### src/rtl/icache_setassoc.sv
// icache_setassoc: N-way set-associative, multithreaded I-cache with per-set miss tracking,
// thread stall listeners and same-cycle fill bypass. Define ICACHE_PLRU_EN for tree pseudo-LRU.
module icache_setassoc #(
    parameter int  N_WAYS     = 2,
    parameter int  N_SETS     = 4,
    parameter int  N_THREADS  = 4,
    parameter int  LINE_WORDS = 4,
    parameter int  WORD_W     = 32,
    parameter int  ADDR_W     = 20,
    localparam int TH_W       = (N_THREADS > 1) ? $clog2(N_THREADS) : 1,
    localparam int LINE_W     = LINE_WORDS * WORD_W
) (
    input  logic                 clk,
    input  logic                 rst,
    input  logic [TH_W-1:0]      thread,
    input  logic [ADDR_W-1:0]    paddr,
    input  logic                 itlb_miss,
    output logic                 miss,
    output logic [WORD_W-1:0]    data,
    input  logic                 mem_rec_en,
    input  logic [ADDR_W-1:0]    mem_rec_addr,
    input  logic [LINE_W-1:0]    mem_rec_cacheline,
    output logic                 mem_req_ren,
    output logic [ADDR_W-1:0]    mem_req_addr,
    output logic [N_THREADS-1:0] stalled
);
    localparam int OFF_B = $clog2(LINE_W / 8);
    localparam int WS_B  = $clog2(LINE_WORDS);
    localparam int WS_W  = (WS_B > 0) ? WS_B : 1;
    localparam int IDX_B = $clog2(N_SETS);
    localparam int IDX_W = (IDX_B > 0) ? IDX_B : 1;
    localparam int TAG_W = ADDR_W - OFF_B - IDX_B;
    localparam int LVL   = $clog2(N_WAYS);
    localparam int WAY_W = (LVL > 0) ? LVL : 1;
`ifdef ICACHE_PLRU_EN
    localparam int REP_W = (N_WAYS > 1) ? N_WAYS - 1 : 1;

    // Heap-ordered tree: node n keeps its bit at n-1; a 0 steers the victim toward lower ways.
    function automatic logic [REP_W-1:0] rep_touch(input logic [REP_W-1:0] r, input logic [WAY_W-1:0] w);
        int node;
        logic [REP_W-1:0] nr;
        nr = r;
        node = 1;
        for (int l = LVL - 1; l >= 0; l--) begin
            nr[node-1] = ~w[l];
            node = 2 * node + int'(w[l]);
        end
        return nr;
    endfunction

    function automatic logic [WAY_W-1:0] rep_victim(input logic [REP_W-1:0] r);
        int node;
        node = 1;
        for (int l = 0; l < LVL; l++) node = 2 * node + int'(r[node-1]);
        return WAY_W'(node - N_WAYS);
    endfunction
`else
    localparam int REP_W = WAY_W;
`endif

    logic [N_WAYS-1:0] valid_q   [N_SETS];
    logic [TAG_W-1:0]  tag_q     [N_SETS][N_WAYS];
    logic [LINE_W-1:0] line_q    [N_SETS][N_WAYS];
    logic [N_SETS-1:0] pend_q;
    logic [TAG_W-1:0]  req_tag_q [N_SETS];
    logic [WAY_W-1:0]  req_way_q [N_SETS];
    logic [REP_W-1:0]  rep_q     [N_SETS];
    logic [IDX_W-1:0]  lis_set_q [N_THREADS];

    logic [IDX_W-1:0]  l_idx, f_idx;
    logic [TAG_W-1:0]  l_tag, f_tag;
    logic [WS_W-1:0]   wsel;
    logic [WAY_W-1:0]  f_way, victim;
    logic              fill_ok, same, e_pend, hit, fw, found;
    logic [N_WAYS-1:0] e_valid, hit_vec;
    logic [LINE_W-1:0] wline;
    logic [WORD_W-1:0] hit_word;
    logic [REP_W-1:0]  f_rep, e_rep;
`ifdef ICACHE_PLRU_EN
    logic [WAY_W-1:0]  hit_way;
    logic [REP_W-1:0]  h_rep;
`endif

    assign l_idx = (IDX_B > 0) ? paddr[OFF_B +: IDX_W] : '0;
    assign f_idx = (IDX_B > 0) ? mem_rec_addr[OFF_B +: IDX_W] : '0;
    assign l_tag = paddr[ADDR_W-1 -: TAG_W];
    assign f_tag = mem_rec_addr[ADDR_W-1 -: TAG_W];
    assign wsel  = (WS_B > 0) ? paddr[OFF_B-1 -: WS_W] : '0;
    assign f_way = req_way_q[f_idx];

    logic unused_ok;
    assign unused_ok = ^{paddr[OFF_B-WS_B-1:0], mem_rec_addr[OFF_B-1:0]};

    // The lookup sees its set as it will be after a matching fill; that gives the bypass for free.
    always_comb begin
        fill_ok  = mem_rec_en && pend_q[f_idx] && (req_tag_q[f_idx] == f_tag);
        same     = fill_ok && (f_idx == l_idx);
        e_pend   = pend_q[l_idx] && !same;
        e_valid  = '0;
        hit_vec  = '0;
        hit_word = '0;
        fw       = 1'b0;
        wline    = '0;
        for (int w = 0; w < N_WAYS; w++) begin
            fw         = same && (f_way == WAY_W'(w));
            wline      = fw ? mem_rec_cacheline : line_q[l_idx][w];
            e_valid[w] = fw || valid_q[l_idx][w];
            hit_vec[w] = e_valid[w] && ((fw ? f_tag : tag_q[l_idx][w]) == l_tag);
            if (hit_vec[w]) hit_word = wline[WORD_W * int'(wsel) +: WORD_W];
        end
        hit = |hit_vec;
`ifdef ICACHE_PLRU_EN
        f_rep   = rep_touch(rep_q[f_idx], f_way);
        e_rep   = same ? f_rep : rep_q[l_idx];
        hit_way = '0;
        for (int w = 0; w < N_WAYS; w++) if (hit_vec[w]) hit_way = WAY_W'(w);
        h_rep   = rep_touch(e_rep, hit_way);
        victim  = rep_victim(e_rep);
`else
        f_rep   = (N_WAYS > 1) ? rep_q[f_idx] + 1'b1 : '0;
        e_rep   = same ? f_rep : rep_q[l_idx];
        victim  = e_rep;
`endif
        found = 1'b0;
        for (int w = 0; w < N_WAYS; w++) begin
            if (!found && !e_valid[w]) begin
                victim = WAY_W'(w);
                found  = 1'b1;
            end
        end
    end

    always_ff @(posedge clk or posedge rst) begin
        if (rst) begin
            miss         <= 1'b0;
            data         <= '0;
            mem_req_ren  <= 1'b0;
            mem_req_addr <= '0;
            stalled      <= '0;
            pend_q       <= '0;
            for (int s = 0; s < N_SETS; s++) begin
                valid_q[s]   <= '0;
                req_tag_q[s] <= '0;
                req_way_q[s] <= '0;
                rep_q[s]     <= '0;
                for (int w = 0; w < N_WAYS; w++) tag_q[s][w] <= '0;
            end
            for (int t = 0; t < N_THREADS; t++) lis_set_q[t] <= '0;
        end else begin
            miss        <= 1'b0;
            mem_req_ren <= 1'b0;
            if (fill_ok) begin
                valid_q[f_idx][f_way] <= 1'b1;
                tag_q[f_idx][f_way]   <= f_tag;
                pend_q[f_idx]         <= 1'b0;
                rep_q[f_idx]          <= f_rep;
                for (int t = 0; t < N_THREADS; t++)
                    if (stalled[t] && lis_set_q[t] == f_idx) stalled[t] <= 1'b0;
            end
            // Lookup updates come after the fill so a fresh stall on the same thread wins.
            if (!itlb_miss) begin
                if (hit) begin
                    data <= hit_word;
`ifdef ICACHE_PLRU_EN
                    rep_q[l_idx] <= h_rep;
`endif
                end else begin
                    miss <= 1'b1;
                    if (!e_pend) begin
                        mem_req_ren       <= 1'b1;
                        mem_req_addr      <= paddr;
                        pend_q[l_idx]     <= 1'b1;
                        req_tag_q[l_idx]  <= l_tag;
                        req_way_q[l_idx]  <= victim;
                        stalled[thread]   <= 1'b1;
                        lis_set_q[thread] <= l_idx;
                    end else if (req_tag_q[l_idx] == l_tag) begin
                        stalled[thread]   <= 1'b1;
                        lis_set_q[thread] <= l_idx;
                    end
                end
            end
        end
    end

    always_ff @(posedge clk) begin
        if (fill_ok) line_q[f_idx][f_way] <= mem_rec_cacheline;
    end

    always @(posedge clk) begin
        if (!rst && !itlb_miss) assert ($onehot0(hit_vec));
    end
endmodule

### config.mk
export PLATFORM = sky130hd
export DESIGN_NAME = icache_setassoc
export DESIGN_NICKNAME = d
export VERILOG_FILES = /design/src/rtl/icache_setassoc.sv
export SDC_FILE = /design/constraint.sdc
export NUM_CORES = 2
export LEC_CHECK = 0
export CELL_PAD_IN_SITES_DETAIL_PLACEMENT = 1
export CELL_PAD_IN_SITES_GLOBAL_PLACEMENT = 2
export CORE_ASPECT_RATIO = 2
export CORE_MARGIN = 2
export CORE_UTILIZATION = 52
export CTS_BUF_LIST = sky130_fd_sc_hd__clkbuf_4
export DETAILED_ROUTE_END_ITERATION = 6
export DONT_BUFFER_PORTS = 1
export PLACE_DENSITY = 0.91
export SYNTH_ARGS = -nofsm -noshare
export SYNTH_HDL_FRONTEND = slang
export SYNTH_SLANG_ARGS = --single-unit
### constraint.sdc
create_clock -name clk -period 15.4 [get_ports clk]
set_input_delay 3.08 -clock clk [delete_from_list [all_inputs] [get_ports clk]]
set_output_delay 3.08 -clock clk [all_outputs]
set_load 0.01 [all_outputs]
==> flow_summary_export.csv <==
group,metric,value,unit
status,outcome,"finished, final reports clean",
sta,finalHoldViolations,0,
sta,clock_skew,0.107,ns
floorplan,die_h,460,um
run,timing.max_cap.violations,0,
yosys,synth_most_common_cell,"edfxtp_1",
floorplan,ios,232,
cells_and_area,final_area,0.0588,mm^2
yosys,ys.flop_type,"edfxtp_1",
clocking,cts.repair.resized,0,
clocking,numClockSinks,1278,
routing,drt_iter0_markers,2506,
yosys,synth_top_cell_area_share,0.569,
floorplan,rows,167,
global_routing,antenna_found_initial,4,
routing,drcViolationCount,0,
place,dp_cells,3869,
clocking,cts_setup_buffers,0,
sta,tns,0,ns
worst_hold_path,hold_depth,1,
floorplan,die_area,0.107,mm^2
global_routing,grt_overflow,0,
global_routing,grt_busiest_layer,"met2",
power_and_ir_drop,peakVddDrop,0.000135,V
cells_and_area,syn_to_final_growth,8.79,%
setup_path,max_stage_delay,1.28,ns
sta,period_minus_slack,7.90,ns
yosys,synth_nets,2855,
setup_path,critical_path.startpoint,"mem_rec_addr[5]",
sta,rsz0062_at_grt,"no",
yosys,synth_compound_area_frac,0.0182,
sta,setup_viol,0,
place,placedInstanceArea,0.0553,mm^2
setup_path,critPathMaxFanout,39,
routing,wl_per_cell,32.8,um
power_and_ir_drop,leakage,0.0201,uW
setup_path,setup.worst_path.start_class,"input pin",
clocking,root_buffer,"clkbuf_4",
setup_path,critPathCaptureType,"flip-flop",
sta,slew_violations,0,
cells_and_area,fin_cells,4377,
cells_and_area,fill_cells,8937,
floorplan,core,0.103,mm^2
yosys,synth_area_per_cell,20.2,um^2
routing,vias,28600,
sta,layout_setup_ws,7.50,ns
place,io_buffers,0,
clocking,cts_max_path_buffers,4,
yosys,yosys.area.top_type,"edfxtp_1",
setup_path,rr_worst_depth,11,
routing,drtPass1Iterations,5,
yosys,synthXorXnorAreaFrac,0.00988,
yosys,syn_inst,2681,
clocking,cts_buffers,303,
sta,fmax,127,MHz
yosys,synth.distinct_cells,61,
routing,wl,144,mm
yosys,synth-simple-area-share,0.0301,
yosys,ys_top_cells_by_area,"edfxtp_1 (57%), mux4_2 (18%), dfrtp_1 (12%), mux2_2 (4.4%), clkbuf_1 (0.88%)",
setup_path,critPathRequiredTime,16.47,ns
yosys,synth_edf_count,1024,
setup_path,reg2reg_slack,8.95,ns
yosys,async_flop_share,0.199,
clocking,path_clk_slew,0.06,ns
clocking,cts_hold_buf,0,
global_routing,grt_usage,0.278,
clocking,cts_tree,"built",
global_routing,first_global_vias,33000,
global_routing,use_met1,0.308,
place,gp_congestion,0.853,
yosys,synth.top_cells.by_count,"edfxtp_1 (1024), mux4_2 (443), dfrtp_1 (254), mux2_2 (212), clkbuf_1 (127)",
setup_path,crit_slowest_cell,"nand3_1",
routing,vias_per_cell,6.53,
sta,min_period_over_period,0.513,
floorplan,fp.dieW,232,um
floorplan,start_util,0.523,
setup_path,critical_path.cell_chain,"mux4_2, xnor2_1, nand4_1, a2111oi_2, nand2_2, buf_4, or3_1, a32oi_1, nand4_2, nand3_1, mux2_2",
yosys,synth_mux_area_frac,0.239,
power_and_ir_drop,power_density,118,mW/mm^2
global_routing,grt_max_degree,314,
yosys,synth_fa_ha_area_frac,0,
worst_hold_path,min_path_type,"reg2reg",
routing,detail-route-antenna-nets,0,
global_routing,grt_pass1_wl,214,mm
cells_and_area,drive_above_1_share,0.391,
place,dp_hpwl,79.6,mm
cells_and_area,final_nets,2996,
yosys,synth-seq-cells,1278,
setup_path,arrival,8.97,ns
clocking,htree_levels,5,
worst_hold_path,hold_start,"valid_q[3]$_DFFE_PP0P_",
clocking,insertion_delay,1.24,ns
global_routing,grt_use_met3,0.0925,
place,place_ws,6.51,ns
yosys,synth_top_family_by_area,"multiplexers",
sta,slew_headroom,0.101,
global_routing,grt_use_met2,0.475,
yosys,syn-cell-area,0.0541,mm^2
yosys,synth_seq_area_share,0.686,
yosys,synthesis.yosys.warnings,0,
setup_path,r2r-start,"req_tag_q[0]$_DFFE_PP0P_",
sta,tightest_slew,1.34,ns
setup_path,crit_type,"in2reg",
-- report_power, final --
| group | total (uW) | internal [uW] | leakage (uW) | switching [uW] |
|---|---|---|---|---|
| Combinational | 430 | 263 | 0.00550 | 167 |
| Clock | 2600 | 1270 | 0.00212 | 1320 |
| Sequential | 3890 | 3810 | 0.0125 | 74.2 |
| Total | 6910 | 5350 | 0.0201 | 1560 |
-- flip-flops by register name, summed over array words and instances, names as in the netlist --
name,count
mem_req_ren,1
data,32
valid_q,8
mem_req_addr,20
rep_q,4
req_tag_q,56
miss,1
stalled,4
line_q,1024
tag_q,112
pend_q,4
lis_set_q,8
req_way_q,4
-- cell type report --
cell class | instances | area, um^2 | share of cell area
multi-input cells | 1185 | 16100 | 0.275
clock buffers | 428 | 3210 | 0.0546
diodes | 11 | 27.5 | 0.000468
flip-flops and latches | 1278 | 37100 | 0.631
clock inverters | 69 | 273 | 0.00464
repair buffers | 24 | 243 | 0.00413
well taps | 1352 | 1690 | 0.0288
inverters | 30 | 120 | 0.00204
-- worst max-delay path: cells and delay by family --
family / cells / cell delay, ns
muxes: 2 / 0.91
and+or+nand+nor: 5 / 2.96
AOI/OAI and AO/OA: 2 / 1.29
xor gates and xnor gates: 1 / 0.25
buffers and inverters: 1 / 0.43
-- per-layer routing --
layer / share of wire / vias to the layer above / wire length, um
li1: - / 11500 / -
met1: 0.34 / 15300 / 48600
met2: 0.53 / 1364 / 75700
met3: 0.086 / 357 / 12400
met4: 0.049 / 2 / 7030
met5: 0.000090 / - / 13
-- metrics by stage --
step	hold WS, ns	utilization	power, uW
detailed placement	0.456	0.535	4390
floorplan	0.429	-	4330
CTS	0.472	0.568	7000
global route	0.491	0.569	7170
finish	0.472	0.569	6910
global placement	0.446	0.535	4350
-- path summary, 6_finish.rpt --
kind,to
worst max-delay path,req_tag_q[51]$_DFFE_PP0P_
worst min-delay path,valid_q[3]$_DFFE_PP0P_
worst max register to register,req_tag_q[51]$_DFFE_PP0P_
worst min register to register,valid_q[3]$_DFFE_PP0P_
max in group asynchronous,data[3]$_DFFE_PP0P_
min in group asynchronous,req_tag_q[9]$_DFFE_PP0P_
-- logic make-up (layout without fill, tap and decap cells) --
group	Yosys count	count (layout)
flip-flops	1278	1278
multiplexers	703	703
AND/OR/NAND/NOR	290	290
buffers and inverters	218	551
AO/OA/AOI/OAI	131	131
XOR/XNOR	61	61
other	0	11
-- cell usage in the layout, fill, tap and decap left out, drive strengths merged, types with 21 or more instances in the layout --
cell and instances:
and2 21, buf 24, clkbuf 428, clkinv 61
dfrtp 254, edfxtp 1024, inv 38, mux2 234
mux2i 26, mux4 443, nand2 74, nand4 27
nor2 26, nor2b 37, o211ai 22, o21ai 32
xnor2 49
No activity file was read; power rests on OpenSTA's default activity.
